File: src/rtl/control_pkg.sv
// Shared controller definitions: command encodings, FSM state type, command decode.
// Latency: n/a (package, no logic of its own).
// Backpressure: n/a.
//
// Items: CMD_HOLD/CMD_UP/CMD_DOWN/CMD_HOME, ctrlStateT, cmdToState(), isReversal().
// Optional feature macro: REVERSE_DEADTIME_EN adds the DEAD state to ctrlStateT.
package control_pkg;

  localparam logic [1:0] CMD_HOLD = 2'b00;
  localparam logic [1:0] CMD_UP   = 2'b01;
  localparam logic [1:0] CMD_DOWN = 2'b10;
  localparam logic [1:0] CMD_HOME = 2'b11;

  typedef enum logic [2:0] {
    IDLE      = 3'd0,
    MOVE_UP   = 3'd1,
    MOVE_DOWN = 3'd2,
    HOMING    = 3'd3
`ifdef REVERSE_DEADTIME_EN
    ,
    DEAD      = 3'd4
`endif
  } ctrlStateT;

  // Target state for a command as seen from IDLE; move states use the same map.
  function automatic ctrlStateT cmdToState(input logic [1:0] cmd);
    cmdToState = IDLE;
    case (cmd)
      CMD_UP:   cmdToState = MOVE_UP;
      CMD_DOWN: cmdToState = MOVE_DOWN;
      CMD_HOME: cmdToState = HOMING;
      default:  cmdToState = IDLE;
    endcase
  endfunction

  // Direct UP<->DOWN change; HOMING transitions are never treated as reversals.
  function automatic logic isReversal(input ctrlStateT cur, input logic [1:0] cmd);
    isReversal = ((cur == MOVE_UP) && (cmd == CMD_DOWN)) ||
                 ((cur == MOVE_DOWN) && (cmd == CMD_UP));
  endfunction

endpackage

File: src/rtl/actuator_resp_step_timer.sv
// Loadable down-counter that stops at zero and flags it.
// Latency: load visible one cycle after the load edge; zero flag is combinational from the count register.
// Backpressure: none; counts every cycle while non-zero.
//
// Ports: inputClk, inputReset (async active-high), load, loadValue[WIDTH], zero.
module step_timer #(
  parameter int WIDTH = 8
) (
  input  logic             inputClk,
  input  logic             inputReset,
  input  logic             load,
  input  logic [WIDTH-1:0] loadValue,
  output logic             zero
);

  logic [WIDTH-1:0] count;

  always_ff @(posedge inputClk or posedge inputReset) begin
    if (inputReset) begin
      count <= '0;
    end else if (load) begin
      count <= loadValue;
    end else if (count != '0) begin
      count <= count - WIDTH'(1);
    end
  end

  assign zero = (count == '0);

endmodule

File: src/rtl/actuator_resp.sv
// Stepper-style actuator responder: command FSM, saturating position, limit status, latched user request.
// Latency: state/outputs register on the command sampling edge; first step STEP_CYCLES cycles after entry; request shows 3 cycles after its rising edge.
// Backpressure: none; a new command is accepted every cycle.
//
// Ports: inputClk, inputReset (async active-high), inputB0/inputB1 command {B1,B0}, inputReq (async),
//        outputI request latch, outputS limit status, outputPos[3:0], outputBusy.
// Optional feature macro: REVERSE_DEADTIME_EN inserts a DEAD_CYCLES dead-time on UP<->DOWN reversal.
module actuator_resp
  import control_pkg::*;
#(
  parameter int MAX_POS     = 9,
  parameter int STEP_CYCLES = 4,
  parameter int DEAD_CYCLES = 2
) (
  input  logic       inputClk,
  input  logic       inputReset,
  input  logic       inputB0,
  input  logic       inputB1,
  input  logic       inputReq,
  output logic       outputI,
  output logic       outputS,
  output logic [3:0] outputPos,
  output logic       outputBusy
);

  if (MAX_POS < 1 || MAX_POS > 15 || STEP_CYCLES < 1 || STEP_CYCLES > 255 ||
      DEAD_CYCLES < 1 || DEAD_CYCLES > 15) begin : gParamCheck
    $error("actuator_resp: parameter out of range");
  end

  localparam logic [3:0] MaxPos   = 4'(MAX_POS);
  localparam logic [7:0] StepLoad = 8'(STEP_CYCLES - 1);

  logic [1:0] cmd;
  ctrlStateT  state;
  ctrlStateT  nextState;
  logic [3:0] nextPos;
  logic       nextS;
  logic       stateChange;
  logic       moving;
  logic       timerLoad;
  logic       timerZero;
  logic       reqMeta;
  logic       reqSync;
  logic       reqPrev;
  logic       reqEdge;

`ifdef REVERSE_DEADTIME_EN
  localparam logic [3:0] DeadLoad = 4'(DEAD_CYCLES - 1);
  logic [3:0] deadCnt;
`endif

  assign cmd         = {inputB1, inputB0};
  assign moving      = state inside {MOVE_UP, MOVE_DOWN, HOMING};
  assign stateChange = (nextState != state);
  // Reload on any state entry, and on every step boundary while moving.
  assign timerLoad   = stateChange | (timerZero & moving);
  assign reqEdge     = reqSync & ~reqPrev;

  step_timer #(.WIDTH(8)) uStepTimer (
    .inputClk  (inputClk),
    .inputReset(inputReset),
    .load      (timerLoad),
    .loadValue (StepLoad),
    .zero      (timerZero)
  );

  always_comb begin
    nextState = state;
    case (state)
      IDLE, MOVE_UP, MOVE_DOWN, HOMING: nextState = cmdToState(cmd);
`ifdef REVERSE_DEADTIME_EN
      // Dead-time over: the command sampled now is decoded as if from IDLE.
      DEAD: if (deadCnt == 4'd0) nextState = cmdToState(cmd);
`endif
      default: nextState = IDLE;
    endcase
`ifdef REVERSE_DEADTIME_EN
    if (isReversal(state, cmd)) nextState = DEAD;
`endif
  end

  // Steps only happen while the state is held; an entry edge never steps.
  always_comb begin
    nextPos = outputPos;
    if (!stateChange && timerZero) begin
      if (state == MOVE_UP) begin
        if (outputPos != MaxPos) nextPos = outputPos + 4'd1;
      end else if (state == MOVE_DOWN || state == HOMING) begin
        if (outputPos != 4'd0) nextPos = outputPos - 4'd1;
      end
    end
    // Computed from next values so status rises on the limit-reaching edge.
    nextS = ((nextState == MOVE_UP) && (nextPos == MaxPos)) ||
            (((nextState == MOVE_DOWN) || (nextState == HOMING)) && (nextPos == 4'd0));
  end

  always_ff @(posedge inputClk or posedge inputReset) begin
    if (inputReset) begin
      state      <= IDLE;
      outputPos  <= 4'd0;
      outputS    <= 1'b0;
      outputBusy <= 1'b0;
      outputI    <= 1'b0;
      reqMeta    <= 1'b0;
      reqSync    <= 1'b0;
      reqPrev    <= 1'b0;
`ifdef REVERSE_DEADTIME_EN
      deadCnt    <= 4'd0;
`endif
    end else begin
      state      <= nextState;
      outputPos  <= nextPos;
      outputS    <= nextS;
      outputBusy <= (nextState != IDLE);
      reqMeta    <= inputReq;
      reqSync    <= reqMeta;
      reqPrev    <= reqSync;
      // Set has priority over the non-HOLD clear.
      if (reqEdge) begin
        outputI <= 1'b1;
      end else if (cmd != CMD_HOLD) begin
        outputI <= 1'b0;
      end
`ifdef REVERSE_DEADTIME_EN
      if (nextState == DEAD && state != DEAD) begin
        deadCnt <= DeadLoad;
      end else if (deadCnt != 4'd0) begin
        deadCnt <= deadCnt - 4'd1;
      end
`endif
    end
  end

endmodule

File: config.mk
export PLATFORM = sky130hd
export DESIGN_NAME = actuator_resp
export DESIGN_NICKNAME = d
export VERILOG_FILES = /design/src/rtl/control_pkg.sv /design/src/rtl/actuator_resp_step_timer.sv /design/src/rtl/actuator_resp.sv
export SDC_FILE = /design/constraint.sdc
export NUM_CORES = 1
export LEC_CHECK = 0
export BUFFER_PORTS_ARGS = -buffer_cell sky130_fd_sc_hd__buf_2
export CORE_MARGIN = 2
export CORE_UTILIZATION = 61
export CTS_CLUSTER_SIZE = 28
export DETAILED_ROUTE_END_ITERATION = 8
export PLACE_DENSITY = 0.83
export SETUP_SLACK_MARGIN = 0.2
export SYNTH_ARGS = -nofsm -noshare
export SYNTH_HDL_FRONTEND = slang
export SYNTH_SLANG_ARGS = --single-unit
export TNS_END_PERCENT = 30
File: constraint.sdc
create_clock -name inputClk -period 3.7 [get_ports inputClk]
set_input_delay 0.74 -clock inputClk [delete_from_list [all_inputs] [get_ports inputClk]]
set_output_delay 0.74 -clock inputClk [all_outputs]
set_load 0.01 [all_outputs]
== Yosys cells after proc, flatten, opt, wreduce, memory -nomap -nowiden ==
Cells that the tools add are included.
W data, S select, Z words.

* Logic and storage cells: 57
* Bits in registers: 21
* Input bits: 5
* Output and inout port bits: 7

* Add/subtract/negate cells: 3
* Bitwise logic cells: 4
* Reductions and logical operators: 18
* Equal/unequal tests: 12
* Mux-type cells: 11

{| class="wikitable"
|+ Operators with widths
! operator !! number
|-
| $mux W4 || 5
|-
| $mux W8 || 2
|-
| $eq A3 B2 Y1 const B || 4
|-
| $logic_not A8 Y1 || 1
|-
| $reduce_bool A8 Y1 || 1
|-
| $sub A8 B1 Y8 const B || 1
|-
| $eq A3 B1 Y1 const B || 2
|-
| $pmux W2 S3 || 1
|-
| $reduce_bool A2 Y1 || 3
|-
| $reduce_bool A3 Y1 || 2
|-
| $add A4 B1 Y4 const B || 1
|-
| $eq A2 B2 Y1 const B || 2
|-
| $eq A4 B4 Y1 const B || 1
|-
| $logic_not A4 Y1 || 1
|-
| $ne A4 B4 Y1 const B || 1
|-
| $reduce_bool A4 Y1 || 1
|-
| $reduce_or A4 Y1 || 1
|-
| $sub A4 B1 Y4 const B || 1
|-
| $logic_and A1 B1 Y1 || 3
|-
| $logic_not A3 Y1 || 1
|-
| $logic_or A1 B1 Y1 || 3
|-
| $mux W3 || 1
|-
| $ne A3 B3 Y1 || 1
|-
| $and A1 B1 Y1 || 2
|-
| other kinds (5) || 6
|}

== Depth between registers and ports, before layout ==
* Depth in word-level cells: 10
* Depth in mapped cells: 8
* Depth with buffers taken out: 8

== Hierarchy ==
From an unflattened synthesis, not the netlist that was laid out.

* Cell total of the unflattened synthesis: 129
* Area, all modules: 1303.8 sq um

{| class="wikitable"
|+ By module, submodules not included
! module !! sequential area each (sq um) !! times used !! area each (sq um) !! cells an instance
|-
| actuator_resp || 300.3 || 1 || 807.0 || 73
|-
| step_timer || 200.2 || 1 || 496.7 || 56
|}

== Least setup slack after synthesis ==
OpenSTA, ideal clock, no wires.

* Kind: input to register
* From: input port uStepTimer.count[4]
* To: register outputS
* Slack: 1328 ps
* Path buffers: 0
* Data arrival time: 2285 ps
* Data required time: 3613 ps
* Library setup time: 87 ps
* Stages: 7
* Cell sequence: dfrtp_1 -> or4_4 -> nor4b_4 -> o211ai_1 -> xnor2_1 -> or4b_1 -> a211oi_2

* Longest elaborated chain between the ends: 6
* Elaborated cells on any way between the ends: 8
* Those cells by class: 1 x eq/ne; 1 x mux; 6 x reduce/logical

{| class="wikitable"
|+ Ends and longest elaborated chain
! element !! line !! text
|-
| start, declared || actuator_resp_step_timer.sv:16 || <nowiki>logic [WIDTH-1:0] count;</nowiki>
|-
| $logic_not A8 Y1 (*) || actuator_resp_step_timer.sv:28 || <nowiki>assign zero = (count == '0);</nowiki>
|-
| $logic_and A1 B1 Y1 (*) || actuator_resp.sv:86 || <nowiki>if (!stateChange && timerZero) begin</nowiki>
|-
| $mux W4 (*) || actuator_resp.sv:86 ||
|-
| $eq A4 B4 Y1 or $logic_not A4 Y1 (tied branches) || actuator_resp.sv:94, actuator_resp.sv:95 ||
|-
| $logic_and A1 B1 Y1, on equally long branches || actuator_resp.sv:94, actuator_resp.sv:95 ||
|-
| $logic_or A1 B1 Y1 (*) || actuator_resp.sv:94 || <nowiki>nextS = ((nextState == MOVE_UP) && (nextPos == MaxPos)) ||</nowiki>
|-
| via nextS || actuator_resp.sv:38 || <nowiki>logic nextS;</nowiki>
|-
| end signal, assigned || actuator_resp.sv:114 || <nowiki>outputS <= nextS;</nowiki>
|-
| end, declared || actuator_resp.sv:21 || <nowiki>output logic outputS,</nowiki>
|}

The timed path passes the listed nets; every way through them passes the cells marked *.
A chain may end at the register's enable or synchronous reset.

== Worst setup path after layout ==
* From: input port state[1]
* To: register outputS

* Longest elaborated chain between the ends: 10
* Elaborated cells on any way between the ends: 22
* Those cells by class: 8 x eq/ne; 4 x mux; 10 x reduce/logical

{| class="wikitable"
|+ Ends and longest elaborated chain
! element !! line !! text
|-
| start, declared || actuator_resp.sv:35 || <nowiki>ctrlStateT state;</nowiki>
|-
| $eq A3 B1 Y1, or another cell as far along || actuator_resp.sv:70, actuator_resp.sv:87 ||
|-
| $reduce_or A4 Y1 || actuator_resp.sv:70 || <nowiki>case (state)</nowiki>
|-
| $mux W3 || actuator_resp.sv:70 ||
|-
| $ne A3 B3 Y1 || actuator_resp.sv:55 || <nowiki>assign stateChange = (nextState != state);</nowiki>
|-
| $logic_not A1 Y1 || actuator_resp.sv:86 ||
|-
| $logic_and A1 B1 Y1 || actuator_resp.sv:86 ||
|-
| $mux W4 || actuator_resp.sv:86 ||
|-
| $eq A4 B4 Y1 or $logic_not A4 Y1 (tied branches) || actuator_resp.sv:94, actuator_resp.sv:95 ||
|-
| $logic_and A1 B1 Y1, on equally long branches || actuator_resp.sv:94, actuator_resp.sv:95 ||
|-
| $logic_or A1 B1 Y1 (*) || actuator_resp.sv:94 ||
|-
| via nextS || actuator_resp.sv:38 ||
|}

Marked as above.

==> results.toml <==
[worst_hold_path]
hold_start = "reqMeta"
hold_depth = 0
holdCritPathClass = "flop to flop"
hold_path_end = "reqSync"

[worst_setup_path]
crit_chain = "inv_1 -> ha_1 -> o21ba_2 -> a21boi_0 -> o211ai_1 -> xnor2_1 -> or4b_1 -> a211oi_2"
r2r_end = "outputS"
rr_startpoint = "state[1]"
crit_path_start_kind = "flop"
cp-end-kind = "flop"
cp.required_ns = 3.93
crit_path_start = "state[1]"
path_class = "flop to flop"
ff2ff_setup_slack_ns = 1.14
slowest_delay_ns = 0.53
arrival_ns = 2.78
reg2reg_depth = 8
slowest_stage = "or4b_1"
crit_path_max_fanout = 5

[timing]
maxSlewViolCount = 0
hold-worst-slack_ns = 0.373
fin_crit_sh_pct = 69.1
final-setup-viol-count = 0
min_period_ns = 2.56
worst_pin_slew_ns = 0.726
setup_ws_ns = 1.14
hold_violations = 0
fin_setup_tns_ns = 0
fmax_mhz = 391
rsz0062_at_grt = "false"
fin_skew_ns = 0.00376
worst_slew_margin_rel_pct = 51.5

[global_routing]
antenna_found_initial = 0
grt_pass1_vias = 764
grt_first_pass_wirelength_um = 3300
grt.total_usage_pct = 21.2
grt_overflow = 0
grt_max_degree = 21

[floorplan]
dieArea_um2 = 2220
die_h_um = 47.2
coreArea_um2 = 1750
io_pins = 12
dieWidth_um = 47.2
num_rows = 15
initial_core_util_pct = 65.1

[cts]
cts-resized-gates = 0
cts_setup_buffers = 0
numCtsBuffers = 3
cts_tree = "yes"
cts_buffer_depth = 2
clock_sinks = 20
clk_pin_slew_ns = 0.11
root_buffer = "clkbuf_4"
insertion_delay_ns = 0.30
cts_htree_levels = 1
hold_buffers = 0

[final_layout]
layout_common_cells = "dfrtp_1 (20), inv_1 (14), nor2_1 (11), nand2_1 (11), buf_2 (11)"
fin_nets = 142
syn2layout_area_growth_pct = 9.80
drive_gt1_share_pct = 19.7
layout.cells.most_common = "dfrtp_1"
diodes = 0
fillers = 130
fin_area_um2 = 1250

[power]
ir_drop_mv = 0.266
power_leakage_nw = 0.589
cellPowerDensity_nw_per_um2 = 351

[synth]
ys_seq_area_share_pct = 44.1
yosys_warnings = 0
async_flop_share_pct = 100
syn_area_per_cell_um2 = 9.88
synth_area_leader_cell = "dfrtp_1"
ys.flop_type = "dfrtp_1"
synthCells = 115
yosys-top-cells-area = "dfrtp_1 (44%), ha_1 (9.9%), inv_1 (4.6%)"
yosys.cell_types.count = 38
synth_edf_count = 0
yosys_register_bits = 20
synth_top_cell_area_share_pct = 44.1
syn_nets = 129
netlist_area_um2 = 1140

[route]
routed_wirelength_um = 2000
via_per_inst = 5.55
drt_pass1_iterations = 4
wl_per_cell_um = 13.1
ant_nets = 0
remaining_drc_errors = 0
drt-initial-drc-count = 29
dr_total_vias = 844

[placement]
port_buffers = 11
place_ws_ns = 1.17
finalWeightedCongestion = 0.879
placedInstanceArea_um2 = 1210
dp_hpwl_um = 1510

[run]
cap_violations = 0

[status]
outcome = "completed"
==> logic make-up after synthesis <==
family          count (synthesis)  share of synthesized area, %
flops                          20                          44.1
mux                             2                          1.87
buf+inv                        17                          5.62
compound gates                 21                          14.1
fa+ha+maj                       9                          9.91
xor+xnor                        8                          6.17
simple gates                   38                          18.3
==> cell type report <==
type / count / area, um^2 / share of cell area (%)
multi-input cells: 78 / 572 / 45.8
flip-flops and latches: 20 / 500 / 40.1
repair buffers: 11 / 55.1 / 4.41
inverters: 14 / 52.6 / 4.21
clock buffers: 4 / 36.3 / 2.91
well taps: 25 / 31.3 / 2.51
==> Yosys cell counts (2+ instances only) <==
master and instances:
dfrtp_1 20, inv_1 14, nand2_1 11, nor2_1 11, ha_1 9, xnor2_1 5, nor3_1 4, o21ai_0 4
clkbuf_1 3, xor2_1 3, a31oi_1 2, nand3_1 2, or2_2 2
==> metrics by stage <==
stage          utilization [%]  total power [W]  std cells
2_1_floorplan                -         0.000295        115
3_3_place_gp              69.4         0.000312        148
3_5_place_dp              69.4         0.000315        148
4_1_cts                   71.5         0.000441        152
5_1_grt                   71.5         0.000460        152
6_report                  71.5         0.000438        152
==> worst max-delay path by stage <==
stage                     endpoint  slack (ns)
after global placement     outputS        1.22
final                      outputS        1.14
after detailed placement   outputS        1.17
after CTS                  outputS        1.18
after global routing       outputS        0.99
after floorplan            outputS        1.33
==> power breakdown <==
part	switching, W	internal (W)
clock	0.0000652	0.0000600
combinational	0.0000448	0.0000275
sequential	0.0000113	0.000229
total	0.000121	0.000316
==> worst max-delay path, delay by kind of cell, from the launching register on <==
family | cells | cell delay (ns)
AND/OR/NAND/NOR | 1 | 0.53
adder cells (fa/ha/maj) | 1 | 0.24
AO/OA/AOI/OAI | 4 | 1.01
buffers and inverters | 1 | 0.09
XOR/XNOR | 1 | 0.19
flip-flops | 1 | 0.42
==> sequential cells by signal, summed over array words and instances (netlist names) <==
name	count
state	2
reqSync	1
outputI	1
outputS	1
reqMeta	1
outputBusy	1
uStepTimer.count	8
reqPrev	1
outputPos	4
==> per-layer routing <==
layer / track usage (%) / wire length [um] / vias to the layer above
met5: 0 / 0 / -
met4: 8.33 / 31 / 0
met3: 3.46 / 91 / 5
met2: 31.0 / 924 / 25
met1: 31.6 / 950 / 396
li1: - / - / 418
(Power assumes the default switching activity.)
